`src/rtl/block_mac_2x2_pkg.sv`:
```
// Shared constants and types for the 2x2 block multiply unit.
// MAC_LATENCY is the figure the control unit's MAC wait window is sized against.
package block_mac_2x2_pkg;

    localparam int DATA_W       = 32;
    localparam int MUL_STAGES   = 2;
    localparam int MAC_LATENCY  = 11;
    localparam int DRAIN_CYCLES = 2;

    typedef enum logic [1:0] {
        ST_IDLE  = 2'd0,
        ST_ISSUE = 2'd1,
        ST_DRAIN = 2'd2,
        ST_DONE  = 2'd3
    } mac_state_e;

    typedef logic [2:0] prod_idx_t;

    // Even index starts a dot product, odd index completes it
    localparam prod_idx_t IDX_FIRST = 3'd0;
    localparam prod_idx_t IDX_LAST  = 3'd7;

endpackage

```
`src/rtl/block_mac_2x2_if.sv`:
```
// Operand/result bundle between the matrix multiplier control unit (master)
// and the 2x2 block multiply unit (slave).
interface block_mac_2x2_if
    import block_mac_2x2_pkg::*;
#(
    parameter int data_w = DATA_W
);
    logic              start_mac;
    logic [data_w-1:0] a_11, a_12, a_21, a_22;
    logic [data_w-1:0] b_11, b_12, b_21, b_22;
    logic [data_w-1:0] c_11, c_12, c_21, c_22;
    logic              done_mac;
    logic              busy;

    modport master (
        output start_mac,
        output a_11, a_12, a_21, a_22,
        output b_11, b_12, b_21, b_22,
        input  c_11, c_12, c_21, c_22,
        input  done_mac,
        input  busy
    );

    modport slave (
        input  start_mac,
        input  a_11, a_12, a_21, a_22,
        input  b_11, b_12, b_21, b_22,
        output c_11, c_12, c_21, c_22,
        output done_mac,
        output busy
    );
endinterface

```
`src/rtl/block_mac_2x2_mul_pipe_signed.sv`:
```
// Two-stage registered signed multiplier with a valid bit and index tag
// riding alongside the product; rst clears the valid bits.
module block_mac_2x2_mul_pipe_signed #(
    parameter int data_w = 32
) (
    input  logic                       clk,
    input  logic                       rst,
    input  logic                       in_valid,
    input  logic [2:0]                 in_idx,
    input  logic signed [data_w-1:0]   in_a,
    input  logic signed [data_w-1:0]   in_b,
    output logic                       out_valid,
    output logic [2:0]                 out_idx,
    output logic signed [2*data_w-1:0] out_p
);

    logic                       v1_q, v1_d;
    logic [2:0]                 idx1_q, idx1_d;
    logic signed [data_w-1:0]   a1_q, a1_d;
    logic signed [data_w-1:0]   b1_q, b1_d;
    logic                       v2_q, v2_d;
    logic [2:0]                 idx2_q, idx2_d;
    logic signed [2*data_w-1:0] p2_q, p2_d;

    always_comb begin
        v1_d   = in_valid;
        idx1_d = in_idx;
        a1_d   = in_a;
        b1_d   = in_b;
        v2_d   = v1_q;
        idx2_d = idx1_q;
        p2_d   = a1_q * b1_q;
    end

    always_ff @(posedge clk) begin
        if (rst) begin
            v1_q <= 1'b0;
            v2_q <= 1'b0;
        end else begin
            v1_q <= v1_d;
            v2_q <= v2_d;
        end
    end

    always_ff @(posedge clk) begin
        idx1_q <= idx1_d;
        a1_q   <= a1_d;
        b1_q   <= b1_d;
        idx2_q <= idx2_d;
        p2_q   <= p2_d;
    end

    assign out_valid = v2_q;
    assign out_idx   = idx2_q;
    assign out_p     = p2_q;

endmodule

```
`src/rtl/block_mac_2x2.sv`:
```
// 2x2 block multiply C = A x B using one time-shared pipelined multiplier;
// eight products issued serially, summed pairwise, published on done_mac.
//
// state    | meaning
// IDLE     | waiting for start_mac; operands latched on acceptance
// ISSUE    | one product per cycle, index 0..7
// DRAIN    | waiting for the last product to leave the multiplier
// DONE     | c outputs updated, done_mac high for this one cycle
module block_mac_2x2
    import block_mac_2x2_pkg::*;
#(
    parameter int data_w = DATA_W
) (
    input  logic           clk,
    input  logic           rst,
    block_mac_2x2_if.slave mac_if
);

    mac_state_e state_q, state_d;
    prod_idx_t  idx_q, idx_d;
    logic       drain_q, drain_d;

    // Operand order: a = {a22,a21,a12,a11}, b = {b22,b21,b12,b11}
    logic [3:0][data_w-1:0] a_q, a_d;
    logic [3:0][data_w-1:0] b_q, b_d;
    logic [data_w-1:0]      partial_q, partial_d;
    logic [3:0][data_w-1:0] shadow_q, shadow_d;
    logic [3:0][data_w-1:0] c_q, c_d;

    logic                       iss_valid;
    logic [1:0]                 a_idx, b_idx;
    logic                       p_valid;
    prod_idx_t                  p_idx;
    logic signed [2*data_w-1:0] p_full;
    logic [data_w-1:0]          p_lo;
    logic [data_w-1:0]          sum;
    logic                       unused_p_hi;

    always_comb begin
        state_d   = state_q;
        idx_d     = idx_q;
        drain_d   = drain_q;
        a_d       = a_q;
        b_d       = b_q;
        iss_valid = 1'b0;
        case (state_q)
            ST_IDLE: begin
                if (mac_if.start_mac) begin
                    a_d     = {mac_if.a_22, mac_if.a_21, mac_if.a_12, mac_if.a_11};
                    b_d     = {mac_if.b_22, mac_if.b_21, mac_if.b_12, mac_if.b_11};
                    idx_d   = IDX_FIRST;
                    state_d = ST_ISSUE;
                end
            end
            ST_ISSUE: begin
                iss_valid = 1'b1;
                idx_d     = idx_q + 3'd1;
                if (idx_q == IDX_LAST) begin
                    drain_d = 1'(DRAIN_CYCLES - 1);
                    state_d = ST_DRAIN;
                end
            end
            ST_DRAIN: begin
                if (drain_q == 1'b0) begin
                    state_d = ST_DONE;
                end else begin
                    drain_d = drain_q - 1'b1;
                end
            end
            ST_DONE: begin
                state_d = ST_IDLE;
            end
            default: begin
                state_d = ST_IDLE;
            end
        endcase
    end

    // Index bits: [2] selects A row, [1] selects B column, [0] selects k
    assign a_idx = {idx_q[2], idx_q[0]};
    assign b_idx = {idx_q[0], idx_q[1]};

    block_mac_2x2_mul_pipe_signed #(
        .data_w (data_w)
    ) u_mul (
        .clk       (clk),
        .rst       (rst),
        .in_valid  (iss_valid),
        .in_idx    (idx_q),
        .in_a      (a_q[a_idx]),
        .in_b      (b_q[b_idx]),
        .out_valid (p_valid),
        .out_idx   (p_idx),
        .out_p     (p_full)
    );

    assign p_lo        = p_full[data_w-1:0];
    assign unused_p_hi = ^p_full[2*data_w-1:data_w];

    always_comb begin
        partial_d = partial_q;
        shadow_d  = shadow_q;
        c_d       = c_q;
        sum       = partial_q + p_lo;
        if (p_valid) begin
            if (!p_idx[0]) begin
                partial_d = p_lo;
            end else begin
                shadow_d[p_idx[2:1]] = sum;
            end
        end
        // Last sum lands the same cycle DRAIN exits, so publish from shadow_d
        if (state_q == ST_DRAIN && state_d == ST_DONE) begin
            c_d = shadow_d;
        end
    end

    always_ff @(posedge clk) begin
        if (rst) begin
            state_q   <= ST_IDLE;
            idx_q     <= IDX_FIRST;
            drain_q   <= 1'b0;
            a_q       <= '0;
            b_q       <= '0;
            partial_q <= '0;
            shadow_q  <= '0;
            c_q       <= '0;
        end else begin
            state_q   <= state_d;
            idx_q     <= idx_d;
            drain_q   <= drain_d;
            a_q       <= a_d;
            b_q       <= b_d;
            partial_q <= partial_d;
            shadow_q  <= shadow_d;
            c_q       <= c_d;
        end
    end

    assign mac_if.c_11     = c_q[0];
    assign mac_if.c_12     = c_q[1];
    assign mac_if.c_21     = c_q[2];
    assign mac_if.c_22     = c_q[3];
    assign mac_if.done_mac = (state_q == ST_DONE);
    assign mac_if.busy     = (state_q != ST_IDLE);

endmodule
```
`src/flat_wrapper.sv`:
```
// flat-port wrapper written by rule: the top's interface ports become plain ports
module block_mac_2x2_flat import block_mac_2x2_pkg::*;
#(
    parameter int data_w = DATA_W
)
  (clk, rst, mac_if_start_mac, mac_if_a_11, mac_if_a_12, mac_if_a_21, mac_if_a_22, mac_if_b_11, mac_if_b_12, mac_if_b_21, mac_if_b_22, mac_if_c_11, mac_if_c_12, mac_if_c_21, mac_if_c_22, mac_if_done_mac, mac_if_busy);
  block_mac_2x2_if #(.data_w(data_w)) mac_if_i ();
  input  logic clk;
  input  logic rst;
  input wire logic [$bits(mac_if_i.start_mac)-1:0] mac_if_start_mac;
  input wire logic [$bits(mac_if_i.a_11)-1:0] mac_if_a_11;
  input wire logic [$bits(mac_if_i.a_12)-1:0] mac_if_a_12;
  input wire logic [$bits(mac_if_i.a_21)-1:0] mac_if_a_21;
  input wire logic [$bits(mac_if_i.a_22)-1:0] mac_if_a_22;
  input wire logic [$bits(mac_if_i.b_11)-1:0] mac_if_b_11;
  input wire logic [$bits(mac_if_i.b_12)-1:0] mac_if_b_12;
  input wire logic [$bits(mac_if_i.b_21)-1:0] mac_if_b_21;
  input wire logic [$bits(mac_if_i.b_22)-1:0] mac_if_b_22;
  output wire logic [$bits(mac_if_i.c_11)-1:0] mac_if_c_11;
  output wire logic [$bits(mac_if_i.c_12)-1:0] mac_if_c_12;
  output wire logic [$bits(mac_if_i.c_21)-1:0] mac_if_c_21;
  output wire logic [$bits(mac_if_i.c_22)-1:0] mac_if_c_22;
  output wire logic [$bits(mac_if_i.done_mac)-1:0] mac_if_done_mac;
  output wire logic [$bits(mac_if_i.busy)-1:0] mac_if_busy;
  assign mac_if_i.start_mac = mac_if_start_mac;
  assign mac_if_i.a_11 = mac_if_a_11;
  assign mac_if_i.a_12 = mac_if_a_12;
  assign mac_if_i.a_21 = mac_if_a_21;
  assign mac_if_i.a_22 = mac_if_a_22;
  assign mac_if_i.b_11 = mac_if_b_11;
  assign mac_if_i.b_12 = mac_if_b_12;
  assign mac_if_i.b_21 = mac_if_b_21;
  assign mac_if_i.b_22 = mac_if_b_22;
  assign mac_if_c_11 = mac_if_i.c_11;
  assign mac_if_c_12 = mac_if_i.c_12;
  assign mac_if_c_21 = mac_if_i.c_21;
  assign mac_if_c_22 = mac_if_i.c_22;
  assign mac_if_done_mac = mac_if_i.done_mac;
  assign mac_if_busy = mac_if_i.busy;
  block_mac_2x2 #(.data_w(data_w)) u_core (.clk(clk), .rst(rst), .mac_if(mac_if_i));
endmodule
```
`config.mk`:
```
export PLATFORM = sky130hd
export DESIGN_NAME = block_mac_2x2_flat
export DESIGN_NICKNAME = d
export VERILOG_FILES = /design/src/rtl/block_mac_2x2_pkg.sv /design/src/rtl/block_mac_2x2_if.sv /design/src/rtl/block_mac_2x2_mul_pipe_signed.sv /design/src/rtl/block_mac_2x2.sv /design/src/flat_wrapper.sv
export SDC_FILE = /design/constraint.sdc
export NUM_CORES = 2
export LEC_CHECK = 0
export ABC_AREA = 1
export CORE_MARGIN = 8
export CORE_UTILIZATION = 59
export DETAILED_ROUTE_END_ITERATION = 7
export GPL_ROUTABILITY_DRIVEN = 0
export PLACE_DENSITY = 0.94
export SETUP_SLACK_MARGIN = 0.2
export SKIP_CTS_REPAIR_TIMING = 1
export SLEW_MARGIN = 15
export SYNTH_ARGS = -nofsm -noshare
export SYNTH_HDL_FRONTEND = slang
export SYNTH_SLANG_ARGS = --single-unit
```
`constraint.sdc`:
```
create_clock -name clk -period 9.4 [get_ports clk]
set_input_delay 2.82 -clock clk [delete_from_list [all_inputs] [get_ports clk]]
set_output_delay 2.82 -clock clk [all_outputs]
set_load 0.01 [all_outputs]
```
==> impl_metrics.env <==
export IMPL_dr_pass1_iters=8
export IMPL_multi_input_area_mm2=0.0243
export IMPL_crit_fanout=28
export IMPL_syn_num_nets=6411
export IMPL_synth_enable_flop_cells=0
export IMPL_clkPwrFrac_pct=18.9
export IMPL_max_slew_margin_pct=15.6
export IMPL_min_period_ps=7390
export IMPL_start_util_pct=59.2
export IMPL_fin_ws_ps=2010
export IMPL_synth_top_area_share_pct=31.1
export IMPL_routed_wirelength_um=134000
export IMPL_fmax_ghz=0.135
export IMPL_numCtsBuffers=67
export IMPL_outcome="complete, but fails checks"
export IMPL_report_final_slew_viol_count=0
export IMPL_clock_latency_ps=650
export IMPL_dp_hpwl_um=91800
export IMPL_chipHeight_um=283
export IMPL_placed_cell_area_mm2=0.0463
export IMPL_ys_types=49
export IMPL_powerDensity_mw_per_mm2=306
export IMPL_sequentialPowerShare_pct=22.5
export IMPL_synth_yosys_seq_area_share_pct=31.1
export IMPL_setup_tns_ps=0
export IMPL_grt_antenna_before_repair=5
export IMPL_final_design_area_no_fill_mm2=0.0487
export IMPL_finClkSkew_ps=51.1
export IMPL_synthCells=5560
export IMPL_pre_cts_slack_ps=2250
export IMPL_arrival_ps=7960
export IMPL_yosysWarningCount=0
export IMPL_drcViolationCount=59
export IMPL_critPathRequiredTime_ps=9970
export IMPL_fillers=4891
export IMPL_p_sw_mw=7.10
export IMPL_end_kind="register"
export IMPL_worst_setup_path_start_kind="register"
export IMPL_synthFlopType="dfxtp_1"
export IMPL_hold_class="reg2reg"
export IMPL_cts_buffer_depth=3
export IMPL_yosys_top_cells_area="dfxtp_1 31%, fa_1 19%, inv_1 8.4%"
export IMPL_grt_pass1_vias=41100
export IMPL_drive_gt1_share_pct=4.04
export IMPL_die_area_mm2=0.0802
export IMPL_syn_area_mm2=0.0421
export IMPL_wl_per_cell_um=19.9
export IMPL_synth_largest_area_cell="dfxtp_1"
export IMPL_rsz0062_at_grt="false"
export IMPL_core_area_mm2=0.0711
export IMPL_antenna_left=0
export IMPL_cts_root_buf="clkbuf_16"
export IMPL_async_flop_share_pct=0
export IMPL_final_cell_mix="938 x inv_1, 904 x nor2_1, 900 x nand2_1"
export IMPL_maxCapViolCount=0
export IMPL_violations="design-rule violations"
export IMPL_seqCellArea_mm2=0.0131
export IMPL_crit_type="reg2reg"
export IMPL_num_vias=39900
export IMPL_die_w_um=283
export IMPL_finalHoldViolCount=0
export IMPL_post_route_period_util_pct=78.6
export IMPL_grt_max_degree=259
export IMPL_area_delta_synth_final_pct=15.6
export IMPL_num_rows=98
export IMPL_critical_path_max_stage_delay_ps=1160
export IMPL_clkTransAtPathRegs_ps=60
export IMPL_critPathSlowestCell="dfxtp_1"
export IMPL_globalRouteOverflowTotal=0
export IMPL_worst_pin_slew_ps=1260
export IMPL_top_level_ports=389
export IMPL_p_leak_nw=24.4
export IMPL_combPwrFrac_pct=58.6
export IMPL_via_per_inst=5.93
export IMPL_cts_sinks=654
export IMPL_h_tree_depth=3
export IMPL_p_int_mw=7.78
export IMPL_synth_seq_cells=654
export IMPL_final_common_cell="inv_1"
export IMPL_io_buffers=388
export IMPL_synth_area_per_cell_um2=7.57
export IMPL_grt_pass1_wl_um=212000
export IMPL_setup_viol=0
export IMPL_grt_util_all_layers_pct=32.1
export IMPL_tritoncts="done"
export IMPL_nNetsFinal=6586
export IMPL_ir_worst_vdd_mv=0.663
export IMPL_drtIter0Drc=5802
export IMPL_switching_share_pct=47.7
## cell usage after synthesis (4+ instances only)
master,number
a21oi_1,149
a21oi_2,10
a31oi_1,6
buf_1,25
buf_2,15
clkbuf_1,279
dfxtp_1,654
fa_1,409
ha_1,183
inv_1,938
mux2i_1,12
nand2_1,901
nand2_2,12
nand3_1,154
nand3_2,4
nand3b_1,9
nand4_1,20
nor2_1,906
nor2_2,5
nor3_1,9
o211a_1,9
o211ai_1,25
o21ai_0,585
o21ai_1,43
o21bai_1,9
o22ai_1,64
or2_2,38
xnor2_1,21
xor2_1,28
## registers in the layout, summed over array words and instances (netlist names), 2 cells and up
name / cells
u_core.a_q: 128
u_core.partial_q: 32
u_core.u_mul.out_p: 32
u_core.mac_if.c_21: 32
u_core.mac_if.c_12: 32
u_core.shadow_q: 128
u_core.u_mul.b1_q: 32
u_core.mac_if.c_11: 32
u_core.mac_if.c_22: 32
u_core.idx_q: 3
u_core.u_mul.idx1_q: 3
u_core.b_q: 128
u_core.u_mul.out_idx: 3
u_core.state_q: 2
u_core.u_mul.a1_q: 32
## power groups by stage
stage / registers [mW] / logic [mW] / clock network [mW]
after floorplan: 3.23 / 5.76 / 0
after global placement: 3.36 / 7.73 / 0
after detailed placement: 3.38 / 8.18 / 0
after CTS: 3.32 / 8.30 / 2.82
after global routing: 3.35 / 9.43 / 2.93
final: 3.34 / 8.73 / 2.82
## cells by family after synthesis
family | synth area share, %
muxes | 0.285
adders and majority gates | 24.9
xor gates and xnor gates | 1.06
DFF | 31.1
buffers and inverters | 11.3
and+or+nand+nor | 19.6
AOI/OAI and AO/OA | 11.8
## stage by stage
stage	hold WS, ps	utilization (%)	cells	power (mW)
detailed placement	312	65.1	6616	11.6
CTS	326	68.4	6738	14.4
finish	325	68.4	6741	14.9
global placement	312	65.1	6616	11.1
global route	334	68.4	6739	15.7
floorplan	310	-	5560	8.99
## final timing paths
check	from	endpoint	slack [ps]	cells past startpoint
max	u_core.u_mul.b1_q[5]	u_core.u_mul.out_p[26]	2010	28
min	u_core.u_mul.idx1_q[2]	u_core.u_mul.out_idx[2]	330	0
max reg2reg	u_core.u_mul.b1_q[5]	u_core.u_mul.out_p[26]	2010	28
min reg2reg	u_core.u_mul.idx1_q[2]	u_core.u_mul.out_idx[2]	330	0
## area by class of cell
class	instances	share of cell area, %
Sequential cell	654	26.9
Multi-Input combinational cell	3643	49.9
Tap cell	950	2.44
Antenna cell	3	0.0154
Timing Repair Buffer	425	8.62
Inverter	944	7.31
Clock buffer	88	3.75
Clock inverter	34	1.05
## routing by layer
layer,up-vias,GRT usage [%],share of wire (%)
met5,-,0.244,0.030
met4,4,22.0,8.0
met3,913,8.84,12
met2,3169,52.8,46
met1,18500,36.3,34
li1,17400,-,-
## critical path, delay by kind of cell, from the launching register on
family | cells | cell delay [ps]
DFF | 1 | 1160
xor gates and xnor gates | 1 | 140
buffers and inverters | 8 | 610
adders and majority gates | 9 | 4280
and+or+nand+nor | 10 | 1160
(Power assumes the default switching activity.)
